<file path="src/rtl/if_id_queue.sv">
// IF/ID decoupling stage: in-order instruction queue
// feeding a registered decode-side output.
module if_id_queue #(
  parameter int WORD_BITWIDTH = 32,
  parameter int DEPTH = 4,
  parameter logic [WORD_BITWIDTH-1:0] NOP_INSN = 32'h00000013
) (
  input  logic                       clk,
  input  logic                       rst,
  input  logic                       flush,
  input  logic                       hazard,
  input  logic                       if_valid,
  output logic                       if_ready,
  input  logic [WORD_BITWIDTH-1:0]   pc,
  input  logic [WORD_BITWIDTH-1:0]   instruction,
  output logic                       id_valid,
  output logic [WORD_BITWIDTH-1:0]   id_wt_pc,
  output logic [WORD_BITWIDTH-1:0]   id_instruction,
  output logic [$clog2(DEPTH+1)-1:0] occupancy
);

  localparam int PW = $clog2(DEPTH);
  localparam int CW = $clog2(DEPTH+1);
  localparam logic [CW-1:0] FULL = CW'(DEPTH);

  typedef logic [WORD_BITWIDTH-1:0] word_t;

  word_t         pc_mem  [DEPTH];
  word_t         ins_mem [DEPTH];
  logic [PW-1:0] rd_ptr;
  logic [PW-1:0] wr_ptr;
  logic [CW-1:0] count;

  logic push;
  logic advance;
  logic empty;
  logic pop;
  logic write;

  assign empty    = (count == '0);
  assign if_ready = (count != FULL);
  assign push     = if_valid & if_ready & ~flush;
  assign advance  = ~hazard & ~flush;
  assign pop      = advance & ~empty;
  // an empty queue with a moving output bypasses storage
  assign write    = push & ~(advance & empty);

  assign occupancy = count;

  always_ff @(posedge clk) begin
    if (!rst && write) begin
      pc_mem[wr_ptr]  <= pc;
      ins_mem[wr_ptr] <= instruction;
    end
  end

  always_ff @(posedge clk) begin
    if (rst || flush) begin
      rd_ptr <= '0;
      wr_ptr <= '0;
      count  <= '0;
    end else begin
      if (write) wr_ptr <= wr_ptr + 1'b1;
      if (pop)   rd_ptr <= rd_ptr + 1'b1;
      count <= count + CW'(write) - CW'(pop);
    end
  end

  always_ff @(posedge clk) begin
    if (rst || flush) begin
      id_valid       <= 1'b0;
      id_wt_pc       <= '0;
      id_instruction <= NOP_INSN;
    end else if (advance) begin
      if (!empty) begin
        id_valid       <= 1'b1;
        id_wt_pc       <= pc_mem[rd_ptr];
        id_instruction <= ins_mem[rd_ptr];
      end else if (push) begin
        id_valid       <= 1'b1;
        id_wt_pc       <= pc;
        id_instruction <= instruction;
      end else begin
        id_valid       <= 1'b0;
        id_wt_pc       <= '0;
        id_instruction <= NOP_INSN;
      end
    end
  end

  a_count_bound: assert property (
    @(posedge clk) disable iff (rst) count <= FULL
  );

endmodule

</file>
<file path="config.mk">
export PLATFORM = sky130hd
export DESIGN_NAME = if_id_queue
export DESIGN_NICKNAME = d
export VERILOG_FILES = /design/src/rtl/if_id_queue.sv
export SDC_FILE = /design/constraint.sdc
export NUM_CORES = 1
export LEC_CHECK = 0
export CELL_PAD_IN_SITES_DETAIL_PLACEMENT = 1
export CELL_PAD_IN_SITES_GLOBAL_PLACEMENT = 1
export CORE_UTILIZATION = 30
export CTS_BUF_LIST = sky130_fd_sc_hd__clkbuf_4 sky130_fd_sc_hd__clkbuf_8 sky130_fd_sc_hd__clkbuf_16
export DETAILED_ROUTE_END_ITERATION = 8
export PLACE_DENSITY_LB_ADDON = 0.1
export RECOVER_POWER = 50
export SETUP_SLACK_MARGIN = 0.15
export SLEW_MARGIN = 15
export SYNTH_ARGS = -nofsm -noshare
export SYNTH_HDL_FRONTEND = slang
export SYNTH_SLANG_ARGS = --single-unit
</file>
<file path="constraint.sdc">
create_clock -name clk -period 4.8 [get_ports clk]
set_input_delay 1.44 -clock clk [delete_from_list [all_inputs] [get_ports clk]]
set_output_delay 1.44 -clock clk [all_outputs]
set_load 0.01 [all_outputs]
</file>
==> metrics.txt, run 1 <==
Initial Utilization 0.306; post-CTS sizing 0; Clk pin slew, worst setup/hold paths 0.06 ns; r2r setup slk 2.36 ns; Die Y 204 um; aggregate global routing overflow 0; drt drc 0; WHS 0.478 ns; Syn Area/Cell 19.9 um^2; worst-path cell chain dlygate4sd3_1 -> nand2b_1 -> a211o_1 -> nor2_1 -> and2_4 -> buf_12; first-pass GRT wire length 44200 um; layout cells sized above 1 0.191; DPL Wire Length 17600 um; Port Buf Inserts 137; io pins 138; slowest stage cell, crit path dlygate4sd3_1; hold path depth 2; Worst Setup Slack, final 1.20 ns; Fmax achieved 278 MHz; Post-Synth XOR/XNOR Area 0.00358; multi-input logic area 2850 um^2; drt pass-1 iters 4; Pins Over Slew Limit 0; critical path type primary input to flop; via count 6330; die area 41600 um^2; startpoint types primary input; num rows 73; post-CTS setup buffers 0; CP max FO 29; DRT iter0 DRCs 311; Hold Vio Cnt, Final 0; WL/cell 21.6 um; TritonCTS buffer count 39; Reg2Reg Depth 11; status completed; ys async rst share 0; final wirelength 28700 um; EDFF count, synth 256; Yosys cell types 35; worst r2r dst occupancy[2]$_SDFF_PP0_; crit path DAT 3.82 ns; Chip Width 204 um; Slew headroom 0.299; Synthesized Nets 690; GPL Wtd Cong 0.705; max cap viols 0; register area 9180 um^2; CP required 5.02 ns; adder-cell area share of the yosys netlist 0.00778; clock net sink count 330; mux share of post-synthesis cell area 0.120; r2r startpoint occupancy[2]$_SDFF_PP0_; RSZ-0062 raised after global routing false; count of yosys warnings during synthesis 0; Hold Crit Start id_instruction[11]$_SDFFE_PP0N_; top_reg_cell synth edfxtp_1; largest net degree at the start of global routing 65; vias in the first global route 7161; Worst-Skew Late Latency 0.53 ns; compound-cell area share of the yosys netlist 0.0546; vias per cell 4.77; initial antenna violation count 3; Hold-fix buffers, CTS 0; Setup TNS 0 ns; nets 849; Clock Skew 0.0150 ns; pwr/cell area 396 nW/um^2; root buffer cell clkbuf_16; Tmin final 3.60 ns; Filler cells 3914; post-route insts no fill 1328; Final Cycle Share 0.750; Worst path max stage delay 0.75 ns; CTS tree done; Total GRT Usage 0.143; post-synthesis register bit count 330; post-placement cell count 1257; actual slew at the worst max-slew pin 1.05 ns; Syn Std Cell Area 12200 um^2; Hold Path Class flop to flop; largest family of logic cells by synthesized area multiplexers; Worst Setup End Kind flop; Post-Synth Simple-Gate Area 0.0452; Finish-stage setup viols 0; Routed Antenna Nets 0; hold endpoint id_instruction[11]$_SDFFE_PP0N_; Mapped Cells 614; Clock Tree Buf Depth 3; LEAKAGE 5.26 nW; P&R area growth vs syn 26.7%; sequential share of the synthesized area 0.750; Peak VDD IR 0.000193 V; pre-CTS WS 0.680 ns; core area 40000 um^2; H-tree depth 2
## Yosys cell counts (2+ instances only)
cell,number,area [um^2]
buf_4,6,45.0
a21oi_1,4,20.0
a221o_1,59,591
and2_1,63,394
mux4_2,61,1370
mux4_1,3,78.8
nor2_1,15,56.3
nand2_1,3,11.3
xor2_1,3,26.3
inv_1,8,30.0
nand3_1,4,20.0
o211ai_1,3,22.5
buf_2,3,15.0
nor3_1,2,10.0
xnor2_1,2,17.5
edfxtp_1,256,7690
dfxtp_1,74,1480
ha_1,6,75.1
clkbuf_1,17,63.8
buf_6,7,78.8
## worst max-delay path, delay by kind of cell
kind	cells	cell delay [ns]
buffers and inverters	2	1.04
AND/OR/NAND/NOR	3	0.92
AO/OA/AOI/OAI	1	0.39
## flip-flops by register name, summed over array words and instances, names as in the netlist, named ones only
signal / cells
id_instruction: 32
ins_mem: 128
rd_ptr: 2
id_valid: 1
id_wt_pc: 32
occupancy: 3
wr_ptr: 2
pc_mem: 128
## worst max-delay path by stage
stage          cells after the start    from  slack [ns]                 endpoint
5_1_grt                            6  hazard        1.05  ins_mem[3][5]$_DFFE_PP_
6_report                           6  hazard        1.20  ins_mem[3][5]$_DFFE_PP_
3_3_place_gp                      11  hazard        0.76  occupancy[2]$_SDFF_PP0_
3_5_place_dp                       6  hazard        0.68  ins_mem[3][5]$_DFFE_PP_
2_1_floorplan                      5  hazard        0.66  ins_mem[0][0]$_DFFE_PP_
4_1_cts                            6  hazard        1.26  ins_mem[3][5]$_DFFE_PP_
## layout make-up
class,instances,area share
antenna,1,0.000162
clock buffer,59,0.0763
clock inverter,11,0.00372
inverter,8,0.00194
multi-input combinational,242,0.184
sequential,330,0.592
tap,525,0.0424
timing repair buffer,152,0.0990
## per-layer routing
metal  share of wire  track usage  vias up
li1                -            -     2839
met1            0.44        0.182     3293
met2            0.49        0.235      152
met3           0.054       0.0359       42
met4           0.020       0.0505        4
met5         0.00094            0        -
## cells by family after synthesis
group	Yosys count
AND/OR/NAND/NOR	95
adder cells (fa/ha/maj)	7
flip-flops	330
XOR/XNOR	5
multiplexers	65
buffers and inverters	42
AO/OA/AOI/OAI	70
## per-stage QoR
step                power [mW]  instance area (um^2)  utilization
floorplan                 3.24                 12200            -
global placement          3.39                 14200        0.356
finish                    6.13                 15500        0.387
global route              6.35                 15500        0.387
CTS                       6.26                 15500        0.387
detailed placement        3.40                 14200        0.356
## cells in the final DEF, fill, tap and decap left out, types with 4 or more instances in the layout
| cell | instances |
|---|---|
| buf_4 | 11 |
| and2_4 | 4 |
| clkbuf_8 | 9 |
| nand3_1 | 4 |
| nor2_1 | 16 |
| ha_1 | 6 |
| a221o_1 | 59 |
| inv_1 | 8 |
| a21oi_1 | 4 |
| clkbuf_16 | 39 |
| dfxtp_1 | 72 |
| clkdlybuf4s50_1 | 12 |
| mux4_2 | 61 |
| clkbuf_4 | 11 |
| edfxtp_1 | 256 |
| buf_12 | 4 |
| clkinv_2 | 6 |
| and2_1 | 59 |
| dlygate4sd3_1 | 125 |
## where the power goes
group / internal [mW] / switching (mW) / total (mW)
Clock: 1.70 / 1.11 / 2.81
Combinational: 0.0928 / 0.105 / 0.198
Sequential: 3.10 / 0.0130 / 3.12
Power figures use the tool's default switching activity.
==> inputs of run 2 (changes only) <==
- clock period: 4.8 -> 3.7 ns (I/O delays scaled with it)
==> metrics.txt, run 2 (same netlist as run 1, synthesis figures left out) <==
status completed (unchanged); drt drc 0 (unchanged); via count 6365 (was 6330); vias per cell 4.78 (was 4.77); r2r startpoint occupancy[1]$_SDFF_PP0_ (was occupancy[2]$_SDFF_PP0_); Setup TNS 0 ns (unchanged); Final Cycle Share 0.854; core area 40000 um^2 (unchanged); root buffer cell clkbuf_16 (unchanged); Chip Width 204 um (unchanged); WHS 0.474 ns (was 0.478 ns); pwr/cell area 521 nW/um^2 (was 396 nW/um^2); Tmin final 3.16 ns; Hold Path Class flop to flop (unchanged); startpoint types primary input (unchanged); DPL Wire Length 17000 um (was 17600 um); Slew headroom 0.287 (was 0.299); H-tree depth 2 (unchanged); layout cells sized above 1 0.193 (was 0.191); Pins Over Slew Limit 0 (unchanged); post-route insts no fill 1332 (was 1328); CTS tree done (unchanged); num rows 73 (unchanged); io pins 138 (unchanged); Worst Setup Slack, final 0.541 ns (was 1.20 ns); die area 41600 um^2 (unchanged); Peak VDD IR 0.000280 V (was 0.000193 V); LEAKAGE 5.32 nW (was 5.26 nW); Die Y 204 um (unchanged); Hold Vio Cnt, Final 0 (unchanged); Filler cells 3918 (was 3914); Total GRT Usage 0.142 (was 0.143); Worst-Skew Late Latency 0.53 ns (about the same); fin area 15700 um^2 (was 15500 um^2); Largest regs ins_mem (128), pc_mem (128) (unchanged); final wirelength 28800 um (was 28700 um); hold path depth 1 (was 2); Initial Utilization 0.306 (unchanged); drt pass-1 iters 4 (unchanged); DRT iter0 DRCs 300 (was 311); Hold-fix buffers, CTS 0 (unchanged); aggregate global routing overflow 0 (unchanged); actual slew at the worst max-slew pin 1.07 ns (was 1.05 ns); pre-CTS WS 0.0973 ns (was 0.680 ns); nets 852 (was 849); Finish-stage setup viols 0 (unchanged); post-CTS setup buffers 0 (unchanged); r2r setup slk 1.19 ns (was 2.36 ns); Clock Tree Buf Depth 3 (unchanged); GPL Wtd Cong 0.722 (was 0.705); WL/cell 21.6 um (about the same); Antenna diodes 0 (was 1); Clk pin slew, worst setup/hold paths 0.05 ns (was 0.06 ns); post-CTS sizing 0 (unchanged); clock net sink count 330 (unchanged); commonest non-fill, non-tap cells in the layout edfxtp_1 (256), dlygate4sd3_1 (124), dfxtp_1 (72) (was edfxtp_1 (256), dlygate4sd3_1 (125), dfxtp_1 (72)); hold endpoint id_wt_pc[12]$_SDFFE_PP0N_ (was id_instruction[11]$_SDFFE_PP0N_); Worst Setup End Kind flop (unchanged); CP required 4.07 ns (was 5.02 ns); Reg2Reg Depth 11 (unchanged); Hold Crit Start id_wt_pc[12]$_SDFFE_PP0N_ (was id_instruction[11]$_SDFFE_PP0N_); largest net degree at the start of global routing 65 (unchanged); max cap viols 0 (unchanged); most common cell after layout, fill and taps aside edfxtp_1 (unchanged); Final Util 0.393 (was 0.387); P&R area growth vs syn 28.5% (was 26.7%); critical path type primary input to flop (unchanged); TritonCTS buffer count 39 (unchanged); initial antenna violation count 1 (was 3); placed standard-cell area 14400 um^2 (was 14200 um^2); Fmax achieved 317 MHz; Clock Skew 0.0183 ns (was 0.0150 ns); vias in the first global route 7159 (was 7161); post-placement cell count 1260 (was 1257); worst r2r dst occupancy[2]$_SDFF_PP0_ (unchanged); Routed Antenna Nets 0 (unchanged); first-pass GRT wire length 44500 um (was 44200 um); crit path DAT 3.53 ns (was 3.82 ns); Port Buf Inserts 137 (unchanged); RSZ-0062 raised after global routing false (unchanged); CP max FO 5 (was 29); Tot Pwr 8.19 mW (was 6.13 mW)
==> run 2: how the worst max path moves through the flow <==
stage | from | endpoint | slack [ns] | depth (start not counted)
6_report | hazard | occupancy[2]$_SDFF_PP0_ | 0.54 | 11
3_5_place_dp | hazard | occupancy[2]$_SDFF_PP0_ | 0.1 | 11
4_1_cts | hazard | occupancy[2]$_SDFF_PP0_ | 0.62 | 11
2_1_floorplan | hazard | ins_mem[0][0]$_DFFE_PP_ | 0.59 | 5
5_1_grt | hazard | occupancy[2]$_SDFF_PP0_ | 0.38 | 11
3_3_place_gp | hazard | occupancy[2]$_SDFF_PP0_ | 0.19 | 11
==> run 2: critical path: stages <==
cell and delay [ns]:
dlygate4sd3_1 0.69, nand2b_1 0.09, a211o_1 0.32, ha_1 0.28, inv_1 0.06, ha_1 0.13, inv_1 0.05, fa_1 0.40
xor2_1 0.20, xnor2_1 0.15, nor2_1 0.05
==> run 2: power breakdown <==
part           switching [mW]  leakage, nW  internal, mW
sequential             0.0176         2.91          4.03
combinational           0.139         1.75         0.124
clock                    1.47        0.663          2.41
==> run 2: per-layer routing <==
metal / vias up / wire length, um / global-route usage
met5: - / 0 / 0
met4: 0 / 632 / 0.0392
li1: 2841 / - / -
met1: 3332 / 13200 / 0.190
met3: 48 / 1160 / 0.0254
met2: 144 / 13800 / 0.235
==> run 2: final cells by class <==
class / instances / area [um^2] / area share
flip-flops and latches: 330 / 9180 / 0.584
clock buffers: 59 / 1170 / 0.0748
well taps: 525 / 657 / 0.0418
clock inverters: 13 / 155 / 0.00987
multi-input cells: 242 / 2850 / 0.181
repair buffers: 155 / 1670 / 0.106
inverters: 8 / 30.0 / 0.00191
